[src/rtl/prog_loader_if.sv]
// Signal bundle around the program loader: start/count request, instruction
// stream, CPU write port and the shared memory write port.
interface prog_loader_if #(
    parameter int ADDR_W = 32
);
    logic              start;
    logic [15:0]       word_count;
    logic              in_valid;
    logic [31:0]       in_data;
    logic              in_ready;
    logic              cpu_wr_en;
    logic [ADDR_W-1:0] cpu_addr;
    logic [31:0]       cpu_data;
    logic              mem_wr_en;
    logic [ADDR_W-1:0] mem_addr;
    logic [31:0]       mem_data;
    logic              cpu_stall;
    logic              pc_reset;
    logic              busy;
    logic              done;
    logic              error;

    // Host side: CPU data path plus the external instruction source.
    modport master (
        output start, word_count, in_valid, in_data, cpu_wr_en, cpu_addr, cpu_data,
        input  in_ready, mem_wr_en, mem_addr, mem_data,
        input  cpu_stall, pc_reset, busy, done, error
    );

    // Loader side.
    modport slave (
        input  start, word_count, in_valid, in_data, cpu_wr_en, cpu_addr, cpu_data,
        output in_ready, mem_wr_en, mem_addr, mem_data,
        output cpu_stall, pc_reset, busy, done, error
    );
endinterface

[src/rtl/prog_loader.sv]
// Program loader: owns the single memory write port while streaming words into
// consecutive addresses, then restarts the CPU at BASE_ADDR.
module prog_loader #(
    parameter int                ADDR_W    = 32,
    parameter logic [ADDR_W-1:0] BASE_ADDR = '0,
    parameter int                MAX_WORDS = 1024,
    parameter int                TIMEOUT   = 255
) (
    input  logic         clk,
    input  logic         rst_n,
    prog_loader_if.slave bus
);

    typedef enum logic [1:0] {
        S_RUN,
        S_LOAD,
        S_RELEASE,
        S_ERROR
    } state_e;

    localparam int                IDLE_W     = (TIMEOUT > 1) ? $clog2(TIMEOUT + 1) : 1;
    localparam logic [IDLE_W-1:0] IDLE_LIMIT = IDLE_W'(TIMEOUT);
    localparam logic [16:0]       MAX_COUNT  = 17'(MAX_WORDS);
    localparam logic [ADDR_W-1:0] WORD_STEP  = ADDR_W'(4);

    state_e            state_q, state_d;
    logic [ADDR_W-1:0] addr_q, addr_d;
    logic [15:0]       remaining_q, remaining_d;
    logic [IDLE_W-1:0] idle_q, idle_d;
    logic              count_ok;

    assign count_ok = (bus.word_count != 16'd0) && ({1'b0, bus.word_count} <= MAX_COUNT);

    always_comb begin
        // NOTE: every signal written here gets a default first, so no path can
        // leave one unassigned and infer a latch.
        state_d       = state_q;
        addr_d        = addr_q;
        remaining_d   = remaining_q;
        idle_d        = idle_q;
        bus.in_ready  = 1'b0;
        bus.cpu_stall = 1'b0;
        bus.pc_reset  = 1'b0;
        bus.busy      = 1'b0;
        bus.done      = 1'b0;
        bus.error     = 1'b0;
        bus.mem_wr_en = 1'b0;
        bus.mem_addr  = addr_q;
        bus.mem_data  = bus.in_data;

        unique case (state_q)
            S_RUN: begin
                bus.mem_wr_en = bus.cpu_wr_en;
                bus.mem_addr  = bus.cpu_addr;
                bus.mem_data  = bus.cpu_data;
                if (bus.start) begin
                    if (count_ok) begin
                        state_d     = S_LOAD;
                        addr_d      = BASE_ADDR;
                        remaining_d = bus.word_count;
                        idle_d      = '0;
                    end else begin
                        state_d = S_ERROR;
                    end
                end
            end

            S_LOAD: begin
                bus.cpu_stall = 1'b1;
                bus.busy      = 1'b1;
                bus.in_ready  = 1'b1;
                // in_ready is constant here, so a valid beat is an accepted beat
                // and commits to memory on this same edge.
                bus.mem_wr_en = bus.in_valid;
                if (bus.in_valid) begin
                    addr_d      = addr_q + WORD_STEP;
                    remaining_d = remaining_q - 16'd1;
                    idle_d      = '0;
                    if (remaining_q == 16'd1) begin
                        state_d = S_RELEASE;
                    end
                end else if (TIMEOUT != 0) begin
                    idle_d = idle_q + 1'b1;
                    if (idle_d == IDLE_LIMIT) begin
                        state_d = S_ERROR;
                    end
                end
            end

            S_RELEASE: begin
                bus.cpu_stall = 1'b1;
                bus.busy      = 1'b1;
                bus.pc_reset  = 1'b1;
                bus.done      = 1'b1;
                state_d       = S_RUN;
            end

            S_ERROR: begin
                bus.cpu_stall = 1'b1;
                bus.error     = 1'b1;
                if (bus.start && count_ok) begin
                    state_d     = S_LOAD;
                    addr_d      = BASE_ADDR;
                    remaining_d = bus.word_count;
                    idle_d      = '0;
                end
            end

            default: state_d = S_RUN;
        endcase
    end

    always_ff @(posedge clk or negedge rst_n) begin
        if (!rst_n) begin
            state_q     <= S_RUN;
            addr_q      <= BASE_ADDR;
            remaining_q <= '0;
            idle_q      <= '0;
        end else begin
            // NOTE: non-blocking assignments so every flop samples the values
            // from before this edge, independent of statement order.
            state_q     <= state_d;
            addr_q      <= addr_d;
            remaining_q <= remaining_d;
            idle_q      <= idle_d;
        end
    end

`ifndef SYNTHESIS
    a_busy_error_excl : assert property (@(posedge clk) disable iff (!rst_n)
        !(bus.busy && bus.error));
    a_done_not_ready : assert property (@(posedge clk) disable iff (!rst_n)
        !((bus.done || bus.pc_reset) && bus.in_ready));
    a_no_write_in_error : assert property (@(posedge clk) disable iff (!rst_n)
        !(bus.error && bus.mem_wr_en));
`endif

endmodule

[src/flat_wrapper.sv]
// flat-port wrapper written by rule: the top's interface ports become plain ports
module prog_loader_flat 
#(
    parameter int                ADDR_W    = 32,
    parameter logic [ADDR_W-1:0] BASE_ADDR = '0,
    parameter int                MAX_WORDS = 1024,
    parameter int                TIMEOUT   = 255
)
  (clk, rst_n, bus_start, bus_word_count, bus_in_valid, bus_in_data, bus_cpu_wr_en, bus_cpu_addr, bus_cpu_data, bus_in_ready, bus_mem_wr_en, bus_mem_addr, bus_mem_data, bus_cpu_stall, bus_pc_reset, bus_busy, bus_done, bus_error);
  prog_loader_if #(.ADDR_W(ADDR_W)) bus_i ();
  input  logic clk;
  input  logic rst_n;
  input wire logic [$bits(bus_i.start)-1:0] bus_start;
  input wire logic [$bits(bus_i.word_count)-1:0] bus_word_count;
  input wire logic [$bits(bus_i.in_valid)-1:0] bus_in_valid;
  input wire logic [$bits(bus_i.in_data)-1:0] bus_in_data;
  input wire logic [$bits(bus_i.cpu_wr_en)-1:0] bus_cpu_wr_en;
  input wire logic [$bits(bus_i.cpu_addr)-1:0] bus_cpu_addr;
  input wire logic [$bits(bus_i.cpu_data)-1:0] bus_cpu_data;
  output wire logic [$bits(bus_i.in_ready)-1:0] bus_in_ready;
  output wire logic [$bits(bus_i.mem_wr_en)-1:0] bus_mem_wr_en;
  output wire logic [$bits(bus_i.mem_addr)-1:0] bus_mem_addr;
  output wire logic [$bits(bus_i.mem_data)-1:0] bus_mem_data;
  output wire logic [$bits(bus_i.cpu_stall)-1:0] bus_cpu_stall;
  output wire logic [$bits(bus_i.pc_reset)-1:0] bus_pc_reset;
  output wire logic [$bits(bus_i.busy)-1:0] bus_busy;
  output wire logic [$bits(bus_i.done)-1:0] bus_done;
  output wire logic [$bits(bus_i.error)-1:0] bus_error;
  assign bus_i.start = bus_start;
  assign bus_i.word_count = bus_word_count;
  assign bus_i.in_valid = bus_in_valid;
  assign bus_i.in_data = bus_in_data;
  assign bus_i.cpu_wr_en = bus_cpu_wr_en;
  assign bus_i.cpu_addr = bus_cpu_addr;
  assign bus_i.cpu_data = bus_cpu_data;
  assign bus_in_ready = bus_i.in_ready;
  assign bus_mem_wr_en = bus_i.mem_wr_en;
  assign bus_mem_addr = bus_i.mem_addr;
  assign bus_mem_data = bus_i.mem_data;
  assign bus_cpu_stall = bus_i.cpu_stall;
  assign bus_pc_reset = bus_i.pc_reset;
  assign bus_busy = bus_i.busy;
  assign bus_done = bus_i.done;
  assign bus_error = bus_i.error;
  prog_loader #(.ADDR_W(ADDR_W), .BASE_ADDR(BASE_ADDR), .MAX_WORDS(MAX_WORDS), .TIMEOUT(TIMEOUT)) u_core (.clk(clk), .rst_n(rst_n), .bus(bus_i));
endmodule
[config.mk]
export PLATFORM = sky130hd
export DESIGN_NAME = prog_loader_flat
export DESIGN_NICKNAME = d
export VERILOG_FILES = /design/src/rtl/prog_loader_if.sv /design/src/rtl/prog_loader.sv /design/src/flat_wrapper.sv
export SDC_FILE = /design/constraint.sdc
export NUM_CORES = 1
export LEC_CHECK = 0
export ABC_AREA = 1
export CORE_MARGIN = 5
export CORE_UTILIZATION = 40
export CTS_CLUSTER_SIZE = 14
export DETAILED_ROUTE_END_ITERATION = 8
export PLACE_DENSITY = 0.82
export SLEW_MARGIN = 30
export SYNTH_ARGS = -nofsm -noshare
export SYNTH_HDL_FRONTEND = slang
export SYNTH_SLANG_ARGS = --single-unit
[constraint.sdc]
create_clock -name clk -period 2 [get_ports clk]
set_clock_uncertainty 0.2 [all_clocks]
set_input_delay 0.6 -clock clk [delete_from_list [all_inputs] [get_ports clk]]
set_output_delay 0.6 -clock clk [all_outputs]
set_load 0.01 [all_outputs]
=== After elaboration in Yosys (flattened, before gate mapping) ===
Index checks and enable logic that the tools add are counted.

* Memory bits (writable): 0
* Output and inout port bits: 71
* Memory bits (read-only): 0
* Latch bits: 0
* Flip-flop bits (word level): 58
* Input bits: 117
* Memories: 0

* Bitwise operators: 0
* Reduce and logical (&&, ||, !) cells: 10
* Magnitude comparators: 1
* Equality and inequality tests: 11
* Mux-type cells: 30
* Shift operators: 0
* Add/subtract/negate cells: 3
* Multiply operators: 0
* Divide/modulo/power cells: 0

{| class="wikitable"
|+ Operator list
! operator !! number
|-
| 2-to-1 mux 32 bit || 6
|-
| one-hot mux 32 bit (3 select lines) || 1
|-
| 2-to-1 mux 16 bit || 4
|-
| one-hot mux 16 bit (3 select lines) || 1
|-
| adder 32 x 3 -> 32 bit (second input constant) || 1
|-
| 2-to-1 mux 8 bit || 4
|-
| one-hot mux 8 bit (3 select lines) || 1
|-
| equality test 16 x 1 -> 1 bit (second input constant) || 1
|-
| <= comparator 16 x 11 -> 1 bit (second input constant) || 1
|-
| nonzero test 16 bit || 1
|-
| subtractor 16 x 1 -> 16 bit (second input constant) || 1
|-
| 2-to-1 mux 2 bit || 6
|-
| adder 8 x 1 -> 8 bit (second input constant) || 1
|-
| equality test 8 bit (second input constant) || 1
|-
| one-hot mux 2 bit (4 select lines) || 1
|-
| AND reduction 4 bit || 2
|-
| != test 3 x 2 -> 1 bit (second input constant) || 2
|-
| 2-to-1 mux 1 bit || 5
|-
| AND reduction 5 bit || 1
|-
| equality test 2 bit (second input constant) || 2
|-
| != test 2 x 1 -> 1 bit (second input constant) || 2
|-
| != test 2 bit (second input constant) || 2
|-
| nonzero test 3 bit || 1
|-
| OR reduction 3 bit || 1
|-
| 5 further kinds || 6
|}

=== Logic depth before layout (Yosys ltp) ===
* Word-level depth: 5
* Depth in mapped cells: 12
* Gate-level depth less buffers: 12

=== Least setup slack after synthesis ===
OpenSTA, ideal clock, no wires.

* Kind: reg2out
* From: reg u_core.state_q[0]
* To: out bus_mem_data[24]
* Data arrival time: 1.486 ns
* Stages on the path, launching flop included: 8
* Buffers on the path: 3
* Setup slack: -0.286 ns
* Data required time: 1.200 ns
* Cell sequence: dfrtp_1 -> inv_1 -> ha_1 -> buf_2 -> clkbuf_1 -> clkbuf_1 -> nand2_1 -> nand2_1

* Word-level cells in the longest chain between the ends: 2

{| class="wikitable"
|+ Ends and longest elaborated chain
! element !! line !! text
|-
| from (decl) || prog_loader.sv:26 || <nowiki>state_e state_q, state_d;</nowiki>
|-
| from (signal assigned) || prog_loader.sv:122 || <nowiki>state_q <= state_d;</nowiki>
|-
| logical NOT 2 bit || prog_loader.sv:51 || <nowiki>unique case (state_q)</nowiki>
|-
| 2-to-1 mux 32 bit || prog_loader.sv:51 ||
|-
| to (decl) || flat_wrapper.sv:23 || <nowiki>output wire logic [$bits(bus_i.mem_data)-1:0] bus_mem_data;</nowiki>
|}

Every way passes these cells.

=== Worst setup path in the final report ===
* From: reg u_core.state_q[1]
* To: out bus_mem_addr[28]

* Word-level cells in the longest chain between the ends: 2

{| class="wikitable"
|+ Ends and longest elaborated chain
! element !! line !! text
|-
| logical NOT 2 bit || prog_loader.sv:51 ||
|-
| 2-to-1 mux 32 bit || prog_loader.sv:51 ||
|-
| to (decl) || flat_wrapper.sv:22 || <nowiki>output wire logic [$bits(bus_i.mem_addr)-1:0] bus_mem_addr;</nowiki>
|}

Every way passes these cells.

==> out/qor.yml <==
floorplan:
  row_count: 40
  top_level_ports: 188
  floorplan.die.width_um: 120.6
  core_region_area_mm2: 0.01201
  die_area_mm2: 0.01454
  floorplan.initialDensity: 0.4073
  fp.dieH_um: 120.6
power_and_ir_drop:
  max-vdd-ir-drop_v: 0.001058
  powerDensity_mw_per_mm2: 1187
  leakage_nw: 3.987
place:
  numPortBuffers: 187
  dp_hpwl_um: 12550
  number_of_placed_instances_taps_included: 1240
  weighted_congestion_at_the_end_of_routability_driven_global_placement: 0.9784
sta:
  post-route-worst-setup-slack_ns: -0.3414
  final_hold_viol_count: 0
  setup-violations-final: 122
  grt_setup_unrepaired: "true"
  maximum_operating_frequency_mhz: 427.1
  timing.max_slew.rel_slack: 0.7224
  share_of_the_clock_period_used_by_the_worst_path_after_layout: 1.171
  timing_max_transition_violations_final: 0
  layout_min_cycle_time_ns: 2.341
  finalSetupTns_ns: -32.21
  worst-slew-pin-transition_ns: 0.4148
routing:
  via_per_inst: 4.951
  wl_per_cell_um: 14.09
  finalWirelength_um: 17870
  detailroute.via_count: 6278
  drt_iter0_markers: 419
  drc_errors: 0
  drt_first_pass_iters: 5
  postRouteAntennaNets: 0
synthesis:
  postSynthCellCount: 865
  synth_warn: 0
  netlist_top_cells_area: "sky130_fd_sc_hd__nand2_1 (31%), sky130_fd_sc_hd__dfrtp_1 (29%), sky130_fd_sc_hd__nor2_1 (9.0%)"
  synth.avg_cell_area_um2: 5.656
  yosysTopAreaCell: "sky130_fd_sc_hd__nand2_1"
  post_synth_most_frequent_cells: "sky130_fd_sc_hd__nand2_1 (408), sky130_fd_sc_hd__nor2_1 (117), sky130_fd_sc_hd__nand3_1 (78)"
  syn_nets: 991
  synthDistinctLibCells: 29
  mappedNetlistArea_mm2: 0.004892
  synthMostInstantiatedCell: "sky130_fd_sc_hd__nand2_1"
  seq_area_frac_synth: 0.2864
  ys_dominant_reg_cell: "sky130_fd_sc_hd__dfrtp_1"
  async_flop_share: 1.000
  postSynthRegisterBits: 56
  synth_edf_count: 0
  yosys.area.top_type_share: 0.3130
clock_network:
  cts_max_level: 2
  clock_sink_total: 56
  max-clock-path-buffers: 2
  cts-buffers-inserted: 5
  cts.reportedPaths.clkPinSlew_ns: 0.08
  cts_tree: "yes"
  worstSkewPairLatency_ns: 0.30
  root_buffer: "sky130_fd_sc_hd__clkbuf_16"
setup_path:
  timing.critical_path.from: "u_core.state_q[1]"
  reg2reg_depth: 13
  worstReg2RegStart: "u_core.state_q[1]"
  worstSetupPathType: "reg -> out"
  worst-endpoint-required_ns: 1.20
  worstPathMaxFanout: 7
  crit_path_dat_ns: 1.54
  r2r_slack_ns: -0.30
  worst_r2r_endpoint: "u_core.addr_q[13]"
  worst_setup_path_end_kind: "output port"
  setup.worst_path.start_class: "flip-flop"
  worstSetupEndpoint: "bus_mem_addr[28]"
global_routing:
  global_route.overflow_total: 0
  grt_antenna_before_repair: 0
  grt_pass1_wl_um: 26830
  grt_start_max_net_pins: 57
  global_route_usage_over_all_layers: 0.2209
  via_count_of_the_first_global_routing_pass: 5671
final_layout:
  drive_gt1_frac: 0.2114
  final_net_count: 1246
  flow.area_growth_from_synthesis_pct: 60.69
  finish.cell_count_without_fillers: 1268
  n_antenna_cell: 0
outcome:
  status: "finished with violations"
  failed_checks: "negative setup slack"
run:
  maxCapViolCount: 0
worst_hold_path:
  hold_path.class: "in -> async"
metrics by stage:
stage	worst slack (ns)	util	instance area [um2]	hold WS, ns	power (mW)
floorplan	-0.03496	-	4946	0.1044	4.829
global route	-0.4342	0.6545	7861	0.1120	10.02
global placement	-0.6271	0.6202	7450	0.2561	7.284
CTS	-0.6834	0.6205	7453	0.1080	8.045
detailed placement	-0.6279	0.6202	7450	0.2673	7.341
finish	-0.3414	0.6545	7861	0.08039	9.328
metal layers:
metal  global-route usage  up-vias  part of all wire
met4              0.05241        0             0.029
met2               0.3867      241              0.48
met5                    0        -                 0
li1                     -     3182                 -
met3              0.03321       40             0.072
met1               0.2868     2815              0.41
sequential cells by signal, summed over array words and instances, names as in the netlist:
signal and flops:
u_core.addr_q 30, u_core.idle_q 8, u_core.remaining_q 16, u_core.state_q 2
timing repair:
action / CTS / global route
gates resized for setup: 196 / 156
gates cloned: 0 / 11
pin swaps: 1 / 16
hold buffers: 0 / 0
endpoints found under the setup margin: 127 / 127
setup buffers: 1 / 9
layout make-up:
cell class                      count  area [um2]
Tap cell                          147       183.9
Sequential cell                    56        1401
Inverter                           68       262.8
Fill cell                        1064        4150
Multi-Input combinational cell    705        3243
Clock inverter                      2       13.76
Clock buffer                        6       138.9
Timing Repair Buffer              284        2618
cell families (layout without fill, tap and decap cells):
family,count (synthesis),in the layout,synth area share
buffers and inverters,104,360,0.08823
xor gates and xnor gates,13,13,0.02327
AOI/OAI and AO/OA,57,57,0.06010
adders and majority gates,9,9,0.02302
and+or+nand+nor,626,626,0.5189
DFF,56,56,0.2864
worst max-delay path, stage by stage (launching register included):
cell	delay, ns
sky130_fd_sc_hd__dfrtp_1	0.39
sky130_fd_sc_hd__inv_2	0.08
sky130_fd_sc_hd__ha_4	0.21
sky130_fd_sc_hd__buf_6	0.14
sky130_fd_sc_hd__clkbuf_16	0.16
sky130_fd_sc_hd__nand2_1	0.06
sky130_fd_sc_hd__o21ai_1	0.06
sky130_fd_sc_hd__buf_2	0.14
power by group:
part	internal (mW)	switching (mW)	total [mW]
registers	1.34	0.235	1.58
logic	3.07	3.74	6.81
clock network	0.503	0.438	0.941
total	4.91	4.42	9.33
layout by cell type (no fill, tap or decap), types with 2 or more instances in the layout:
cell and count:
sky130_fd_sc_hd__dlymetal6s2s_1 8, sky130_fd_sc_hd__a21oi_1 8, sky130_fd_sc_hd__ha_1 6, sky130_fd_sc_hd__nor2_1 111, sky130_fd_sc_hd__buf_6 17, sky130_fd_sc_hd__xnor2_1 4, sky130_fd_sc_hd__nor3b_1 2, sky130_fd_sc_hd__o21ai_2 8
sky130_fd_sc_hd__buf_4 65, sky130_fd_sc_hd__nand4_1 4, sky130_fd_sc_hd__nor3_1 3, sky130_fd_sc_hd__ha_4 2, sky130_fd_sc_hd__nand2_2 23, sky130_fd_sc_hd__o21ai_1 16, sky130_fd_sc_hd__buf_2 55, sky130_fd_sc_hd__nand2_4 4
sky130_fd_sc_hd__nor2_2 7, sky130_fd_sc_hd__inv_1 61, sky130_fd_sc_hd__clkbuf_2 8, sky130_fd_sc_hd__nand2_1 384, sky130_fd_sc_hd__a31oi_1 3, sky130_fd_sc_hd__clkbuf_16 11, sky130_fd_sc_hd__nor2_4 4, sky130_fd_sc_hd__buf_12 10
sky130_fd_sc_hd__inv_2 5, sky130_fd_sc_hd__nand3_1 77, sky130_fd_sc_hd__dfrtp_1 56, sky130_fd_sc_hd__clkdlybuf4s50_1 110, sky130_fd_sc_hd__buf_8 4, sky130_fd_sc_hd__xor2_1 9, sky130_fd_sc_hd__o21ai_0 20, sky130_fd_sc_hd__nand3_2 4
how the worst min path moves through the flow:
stage	startpoint	to	slack [ns]	depth (start not counted)
finish	rst_n	u_core.remaining_q[6]	0.08	2
global route	rst_n	u_core.remaining_q[10]	0.11	2
CTS	rst_n	u_core.remaining_q[2]	0.11	2
detailed placement	u_core.remaining_q[15]	u_core.remaining_q[15]	0.27	2
global placement	u_core.remaining_q[15]	u_core.remaining_q[15]	0.26	2
floorplan	rst_n	u_core.addr_q[10]	0.10	0
No activity file was read; power rests on OpenSTA's default activity.
